### src/rtl/conv2x2_hir_pkg.sv
// Shared sizes, FSM encoding and tap geometry for the 2x2 convolution engine.
// The optional done pulse is enabled by defining CONV2X2_HIR_DONE_EN.
package conv2x2_hir_pkg;

  localparam int DATA_W  = 32;
  localparam int IMG_DIM = 8;
  localparam int K_DIM   = 2;
  localparam int NPIX    = IMG_DIM * IMG_DIM;
  localparam int NTAP    = K_DIM * K_DIM;
  localparam int IMG_AW  = $clog2(NPIX);
  localparam int K_AW    = $clog2(NTAP);

  localparam logic [K_AW-1:0]   LAST_TAP = K_AW'(NTAP - 1);
  localparam logic [IMG_AW-1:0] LAST_PIX = IMG_AW'(NPIX - 1);

  typedef enum logic [2:0] {IDLE, KLOAD, TAP, DRAIN, WRITE} state_e;

  // Tap visiting order is (0,0),(0,1),(1,0),(1,1).
  localparam int TAP_ROW_OFF [NTAP] = '{0, 0, 1, 1};
  localparam int TAP_COL_OFF [NTAP] = '{0, 1, 0, 1};

  function automatic logic tap_in_range(input logic [IMG_AW-1:0] pix, input logic [K_AW-1:0] tap);
    int r;
    int c;
    r = int'(pix) / IMG_DIM;
    c = int'(pix) % IMG_DIM;
    return ((r + TAP_ROW_OFF[tap]) < IMG_DIM) && ((c + TAP_COL_OFF[tap]) < IMG_DIM);
  endfunction

  function automatic logic [IMG_AW-1:0] tap_addr(input logic [IMG_AW-1:0] pix, input logic [K_AW-1:0] tap);
    return IMG_AW'(int'(pix) + TAP_ROW_OFF[tap] * IMG_DIM + TAP_COL_OFF[tap]);
  endfunction

endpackage

### src/rtl/conv2x2_hir_engine_mac.sv
// Multiply-accumulate for one output pixel; clear wins over accumulate.
module conv2x2_mac
  import conv2x2_hir_pkg::*;
(
  input  logic              clk,
  input  logic              rst_n,
  input  logic              clr_i,
  input  logic              en_i,
  input  logic [DATA_W-1:0] data_i,
  input  logic [DATA_W-1:0] coef_i,
  output logic [DATA_W-1:0] acc_o
);

  logic [DATA_W-1:0] acc_q;
  logic [DATA_W-1:0] acc_d;
  logic [DATA_W-1:0] prod;

  always_comb begin
    prod  = data_i * coef_i;
    acc_d = acc_q;
    if (clr_i) begin
      acc_d = '0;
    end else if (en_i) begin
      acc_d = acc_q + prod;
    end
  end

  always_ff @(posedge clk or negedge rst_n) begin
    if (!rst_n) begin
      acc_q <= '0;
    end else begin
      acc_q <= acc_d;
    end
  end

  assign acc_o = acc_q;

endmodule

### src/rtl/conv2x2_hir_engine.sv
// Sequential 2x2 convolution over an 8x8 image: kernel load, 4 tap slots, drain, write per pixel.
// Define CONV2X2_HIR_DONE_EN to add a one-cycle done pulse after the final write.
module conv2x2_hir_engine
  import conv2x2_hir_pkg::*;
(
  input  logic              clk,
  input  logic              rst,
  input  logic              t,
  output logic              img_p0_addr_en,
  output logic [IMG_AW-1:0] img_p0_addr_data,
  output logic              img_p0_rd_en,
  input  logic [DATA_W-1:0] img_p0_rd_data,
  output logic              kernel_p0_addr_en,
  output logic [K_AW-1:0]   kernel_p0_addr_data,
  output logic              kernel_p0_rd_en,
  input  logic [DATA_W-1:0] kernel_p0_rd_data,
  output logic              output_p0_addr_en,
  output logic [IMG_AW-1:0] output_p0_addr_data,
  output logic              output_p0_wr_en,
  output logic [DATA_W-1:0] output_p0_wr_data,
  output state_e            dbg_state
`ifdef CONV2X2_HIR_DONE_EN
  ,
  output logic              done
`endif
);

  state_e            state_q, state_d;
  logic [K_AW-1:0]   cnt_q, cnt_d;
  logic [IMG_AW-1:0] pix_q, pix_d;
  logic [DATA_W-1:0] kreg_q [NTAP];
  logic              kcap_q;
  logic [K_AW-1:0]   kcap_idx_q;
  logic              tap_vld_q;
  logic [K_AW-1:0]   tap_idx_q;
  logic              k_rd;
  logic              i_rd;
  logic              wr;
  logic [DATA_W-1:0] acc;

  always_comb begin
    state_d = state_q;
    cnt_d   = cnt_q;
    pix_d   = pix_q;
    k_rd    = 1'b0;
    i_rd    = 1'b0;
    wr      = 1'b0;
    case (state_q)
      IDLE: begin
        if (t) begin
          state_d = KLOAD;
          cnt_d   = '0;
        end
      end
      KLOAD: begin
        k_rd = 1'b1;
        if (cnt_q == LAST_TAP) begin
          state_d = TAP;
          cnt_d   = '0;
          pix_d   = '0;
        end else begin
          cnt_d = cnt_q + 1'b1;
        end
      end
      TAP: begin
        // Out-of-image taps keep their slot but issue no read.
        i_rd = tap_in_range(pix_q, cnt_q);
        if (cnt_q == LAST_TAP) begin
          state_d = DRAIN;
          cnt_d   = '0;
        end else begin
          cnt_d = cnt_q + 1'b1;
        end
      end
      DRAIN: begin
        state_d = WRITE;
      end
      WRITE: begin
        wr = 1'b1;
        if (pix_q == LAST_PIX) begin
          state_d = IDLE;
        end else begin
          pix_d   = pix_q + 1'b1;
          state_d = TAP;
        end
      end
      default: begin
        state_d = IDLE;
      end
    endcase
  end

  always_ff @(posedge clk or negedge rst) begin
    if (!rst) begin
      state_q    <= IDLE;
      cnt_q      <= '0;
      pix_q      <= '0;
      kcap_q     <= 1'b0;
      kcap_idx_q <= '0;
      tap_vld_q  <= 1'b0;
      tap_idx_q  <= '0;
      for (int i = 0; i < NTAP; i++) begin
        kreg_q[i] <= '0;
      end
    end else begin
      state_q    <= state_d;
      cnt_q      <= cnt_d;
      pix_q      <= pix_d;
      kcap_q     <= k_rd;
      kcap_idx_q <= cnt_q;
      tap_vld_q  <= i_rd;
      tap_idx_q  <= cnt_q;
      if (kcap_q) begin
        kreg_q[kcap_idx_q] <= kernel_p0_rd_data;
      end
    end
  end

  conv2x2_mac u_mac (
    .clk    (clk),
    .rst_n  (rst),
    .clr_i  ((state_q == TAP) && (cnt_q == '0)),
    .en_i   (tap_vld_q),
    .data_i (img_p0_rd_data),
    .coef_i (kreg_q[tap_idx_q]),
    .acc_o  (acc)
  );

  assign kernel_p0_rd_en     = k_rd;
  assign kernel_p0_addr_en   = k_rd;
  assign kernel_p0_addr_data = k_rd ? cnt_q : '0;
  assign img_p0_rd_en        = i_rd;
  assign img_p0_addr_en      = i_rd;
  assign img_p0_addr_data    = i_rd ? tap_addr(pix_q, cnt_q) : '0;
  assign output_p0_wr_en     = wr;
  assign output_p0_addr_en   = wr;
  assign output_p0_addr_data = wr ? pix_q : '0;
  assign output_p0_wr_data   = wr ? acc : '0;
  assign dbg_state           = state_q;

`ifdef CONV2X2_HIR_DONE_EN
  logic done_q;

  always_ff @(posedge clk or negedge rst) begin
    if (!rst) begin
      done_q <= 1'b0;
    end else begin
      done_q <= (state_q == WRITE) && (pix_q == LAST_PIX);
    end
  end

  assign done = done_q;
`endif

endmodule

### config.mk
export PLATFORM = sky130hd
export DESIGN_NAME = conv2x2_hir_engine
export DESIGN_NICKNAME = d
export VERILOG_FILES = /design/src/rtl/conv2x2_hir_pkg.sv /design/src/rtl/conv2x2_hir_engine_mac.sv /design/src/rtl/conv2x2_hir_engine.sv
export SDC_FILE = /design/constraint.sdc
export NUM_CORES = 2
export LEC_CHECK = 0
export ABC_AREA = 1
export CAP_MARGIN = 20
export CORE_ASPECT_RATIO = 0.6
export CORE_MARGIN = 4
export CORE_UTILIZATION = 50
export DETAILED_ROUTE_END_ITERATION = 6
export GPL_ROUTABILITY_DRIVEN = 1
export PLACE_DENSITY = 0.68
export SYNTH_ARGS = -nofsm -noshare
export SYNTH_HDL_FRONTEND = slang
export SYNTH_SLANG_ARGS = --single-unit
### constraint.sdc
create_clock -name clk -period 9.98 [get_ports clk]
set_input_delay 2.495 -clock clk [delete_from_list [all_inputs] [get_ports clk]]
set_output_delay 2.495 -clock clk [all_outputs]
set_load 0.05 [all_outputs]
Yosys cells after proc, flatten, opt, wreduce, memory -nomap -nowiden:

Cells that the tools add are included.
Widths: inputs -> output; s select.

* bitwise gates (word level): 2
* reductions and logical operators: 12
* eq/ne operators: 10
* add/sub/neg operators: 7
* mux-type cells: 32
* magnitude comparators: 5
* multipliers: 1

Operator list (number)
* $mux 32: 10
* $bmux 32 s2: 3
* $bwmux 128: 1
* $add 4x32->32: 2
* $demux 32 s2: 1
* $lt 32x5->1 const B: 2
* $add 32x32->32: 1
* $mul 32x32->32: 1
* $mux 6: 4
* $pmux 3 s5: 1
* $add 6x6->6: 2
* $pmux 6 s2: 1
* $mux 3: 3
* $mux 2: 4
* $ne 2x2->1 const B: 4
* $add 6x1->6 const B: 1
* $eq 3x2->1 const B: 2
* $eq 6x6->1 const B: 1
* $ge 3x3->1 const B: 2
* $not 2->3: 2
* $reduce_and 3->1: 2
* $reduce_bool 2->1: 3
* $pmux 2 s2: 1
* $eq 3x1->1 const B: 1
* other kinds (10): 14

* flip-flop bits (word level): 175
* bits of input ports: 67
* output and inout bits: 55

Longest topological paths before layout:

* depth in word-level cells: 9
* depth in mapped cells: 39
* mapped depth without buffers: 38

Hierarchy:

A second synthesis with hierarchy kept.

* cells, all modules: 3340
* area total of the unflattened synthesis: 25597.0 sq um

Modules (own cells, without submodules)
* conv2x2_mac: cells each 2552, area an instance 19057.0 sq um, instances 1, seq. area each 800.8 sq um
* conv2x2_hir_engine: cells each 788, area an instance 6540.0 sq um, instances 1, seq. area each 3578.4 sq um

Worst setup path after synthesis:

OpenSTA, ideal clock, no wires.

* kind: input -> register
* start point: input port img_p0_rd_data[13]
* end point: register u_mac.acc_q[29], in the netlist u_mac.acc_o[29]
* stages: 29
* path slack: 1.136 ns
* required time: 9.849 ns
* buffers on the path: 2
* arrival: 8.714 ns
* library setup time: 0.131 ns
* cell sequence: clkbuf_1 inv_1 clkbuf_1 nor2_1 fa_1 fa_1 fa_1 inv_1 fa_1 inv_1 fa_1 inv_1 fa_1 inv_1 fa_1 inv_1 fa_1 inv_1 ha_1 nand2_1 nor4_1 nand3_1 nand3_1 nand3_1 nand2_1 a21o_1 a21oi_1 o21ai_0 o21ai_0

* word-level cells in the longest chain between the ends: 4

RTL lines
* start, declared: line conv2x2_hir_engine.sv:12 `input logic [DATA_W-1:0] img_p0_rd_data,`
* $mul 32x32->32: line conv2x2_hir_engine_mac.sv:19 `prod = data_i * coef_i;`
* $add 32x32->32: line conv2x2_hir_engine_mac.sv:24 `acc_d = acc_q + prod;`
* $mux 32: line conv2x2_hir_engine_mac.sv:23 `end else if (en_i) begin`
* $mux 32: line conv2x2_hir_engine_mac.sv:21 `if (clr_i) begin`
* end signal, assigned: line conv2x2_hir_engine_mac.sv:30 `acc_q <= '0;`
* end signal, assigned: line conv2x2_hir_engine_mac.sv:32 `acc_q <= acc_d;`
* end, declared: line conv2x2_hir_engine_mac.sv:14 `logic [DATA_W-1:0] acc_q;`

Every way passes these cells. The select of a mux whose other input is x is not followed.
A chain may end at the register's enable or synchronous reset.

Worst setup path after layout:

* start point: input port img_p0_rd_data[12]
* end point: register u_mac.acc_q[20], in the netlist u_mac.acc_o[20]

The elaborated chain is that of the path after synthesis.

==> qor.yml <==
synth_top_cell_area_share_pct: 35.5
yosysWarnings: 0
maxCapViolCount: 0
ios: 122
critPathMaxStageDelay_ns: 0.57
tns_ns: 0
cts_resized: 0
cts_max_path_buffers: 2
hold_viol: 0
vias: 20604
start_kind: "primary input"
syn_inst: 3086
die_x_um: 295
met2_usage_pct: 42.1
fin_skew_ns: 0.0185
cts_tree: "done"
clockRootBuffer: "clkbuf_16"
grtUsageTotal_pct: 30.3
cts.clk_slew.worst_paths_ns: 0.07
synth_seq_cells: 175
drv_slew: 0
postCtsSetupBuffers: 0
detail-route-antenna-nets: 0
fp.dieH_um: 180
grt_remaining_overflow: 0
coreArea_mm2: 0.0483
cts_buffers: 17
drt_pass1_iterations: 6
required_ns: 10.35
hold_buffers: 0
grt_pass1_vias: 21549
clk_latency_ns: 0.47
timing.final.crit_share_pct: 93.5
synthTopCellsByArea: "fa_1 35%, dfrtp_1 18%, nand2_1 10%, inv_1 10%, ha_1 6.6%"
clock.fmax_mhz: 107
dr.first_iter.drc_count: 1877
place.port_buffers: 121
grt_pass1_wl_um: 123000
met1_usage_pct: 43.2
grt_max_degree: 110
syn_area_mm2: 0.0247
place_congestion: 0.973
cpLargestDelayFamily: "adder cells"
finalSetupViolCount: 0
final_nets: 3819
worst-setup-path-type: "primary input to register"
busiest_layer: "met1"
hold_ws_ns: 0.484
fin_crit_ns: 9.33
critPathCaptureType: "register"
crit_arrival_ns: 9.70
min_path_type: "register to register"
fillers: 4380
ys_seq_area_share_pct: 17.7
final_cells: 3836
use_met3_pct: 14.6
synth_top_flop_cell: "dfrtp_1"
syn_to_final_growth_pct: 11.0
drive_gt1_share_pct: 5.91
synth_edf_count: 0
async_reset_ff_share_pct: 100
drcViolationCount: 0
wl_um: 77400
yosys.cell_types.count: 52
viasPerCell: 5.37
slew_headroom_pct: 37.6
synth.largest_area_cell: "fa_1"
crit_fanout: 8
synth_nets: 3721
rsz0062_at_grt: "no"
wl_per_cell_um: 20.2
htree_levels: 4
rows: 62
cp_num_buf_inv: 8
tightest_slew_ns: 0.936
start_util_pct: 51.1
dp_hpwl_um: 63300
antennaDiodeCount: 0
post-place-cells: 3802
antenna_found_initial: 1
syn_avg_cell_area_um2: 8.00
critical-path-slowest-cell: "clkdlybuf4s50_1"
cts_num_sinks: 175
dieArea_mm2: 0.0531
status: "complete, no violations"
-- layout make-up --
class,count,area [µm²],area share [%]
clock buffer,17,425,1.55
clock inverter,14,199,0.725
inverter,693,2610,9.51
multi-input combinational,2099,17200,62.6
sequential,175,4380,16.0
tap,640,801,2.92
timing repair buffer,198,1860,6.76
-- metal layers --
metal  vias to the layer above  wire length, µm  share of wire, %
met5                         -               81              0.10
met3                       105            11500                15
met2                      1089            31100                40
li1                       9247                -                 -
met4                         4             1450               1.9
met1                     10159            33300                43
-- cells by family (layout without fill, tap and decap cells) --
group	after synthesis	in the layout	share of synthesized area [%]
AOI/OAI and AO/OA	282	282	6.14
xor gates and xnor gates	12	12	0.426
adders and majority gates	568	568	42.1
buffers and inverters	812	922	12.8
DFF	175	175	17.7
and+or+nand+nor	1237	1237	20.8
-- sequential cells by signal, indices dropped and copies added, names as in the netlist --
signal	flops
cnt_q	2
dbg_state	3
kcap_q	1
kreg_q	128
pix_q	6
tap_idx_q	2
tap_vld_q	1
u_mac.acc_o	32
-- worst paths after layout --
kind                                         start               to  slack [ns]  cells after the start
worst max-delay path            img_p0_rd_data[12]  u_mac.acc_o[20]        0.65                     26
worst min-delay path               u_mac.acc_o[24]  u_mac.acc_o[24]        0.48                      2
worst max register to register        tap_idx_q[1]  u_mac.acc_o[29]        1.24                     33
worst min register to register     u_mac.acc_o[24]  u_mac.acc_o[24]        0.48                      2
max in group asynchronous                      rst     tap_idx_q[0]        6.39                      3
min in group asynchronous                      rst      kreg_q[126]        1.86                      1
-- synthesized netlist by cell type, types with 7 or more instances --
cell type,count
o21ai_0,173
inv_2,11
ha_1,130
o22ai_1,20
buf_6,8
xor2_1,8
clkinv_1,12
nand2_4,7
nand2_2,26
fa_1,438
nand3b_1,16
nand2_1,680
buf_2,8
nand3_1,58
nor2_1,409
dfrtp_1,175
nor2_4,8
clkbuf_1,93
a21oi_1,55
inv_1,667
-- cells in the final DEF (no fill, tap or decap), types with 4 or more instances in the layout --
| cell type | count |
|---|---|
| nand2_1 | 676 |
| inv_1 | 667 |
| fa_1 | 438 |
| nor2_1 | 409 |
| dfrtp_1 | 174 |
| o21ai_0 | 173 |
| ha_1 | 130 |
| clkdlybuf4s50_1 | 120 |
| buf_4 | 73 |
| nand3_1 | 58 |
| a21oi_1 | 55 |
| nand2_2 | 30 |
| o22ai_1 | 20 |
| clkbuf_16 | 17 |
| nand3b_1 | 16 |
| clkinv_1 | 12 |
| inv_2 | 11 |
| nor2_4 | 8 |
| xor2_1 | 8 |
| nand2_4 | 7 |
| a22oi_1 | 5 |
| nand3_2 | 5 |
| and2_1 | 5 |
| nor3_1 | 5 |
| o21ai_1 | 5 |
| nor2_2 | 4 |
| nand4_1 | 4 |
| a21o_1 | 4 |
| xnor2_1 | 4 |
| inv_6 | 4 |
-- metrics by stage --
step	cell area [µm²]	setup slack, ns	utilization, %
detailed placement	26700	0.286	55.3
global placement	26700	0.331	55.3
CTS	27400	0.744	56.6
finish	27400	0.653	56.8
global route	27400	0.261	56.8
floorplan	24700	1.14	-
-- tightest hold or removal path, delay by kind of cell (launching register included) --
family,cells,cell delay (ns)
flip-flops,1,0.34
AND/OR/NAND/NOR,2,0.11
Power is left out: the tool's default activity adds up to more than one toggle a clock period on the data nets, which glitch-free logic cannot reach.
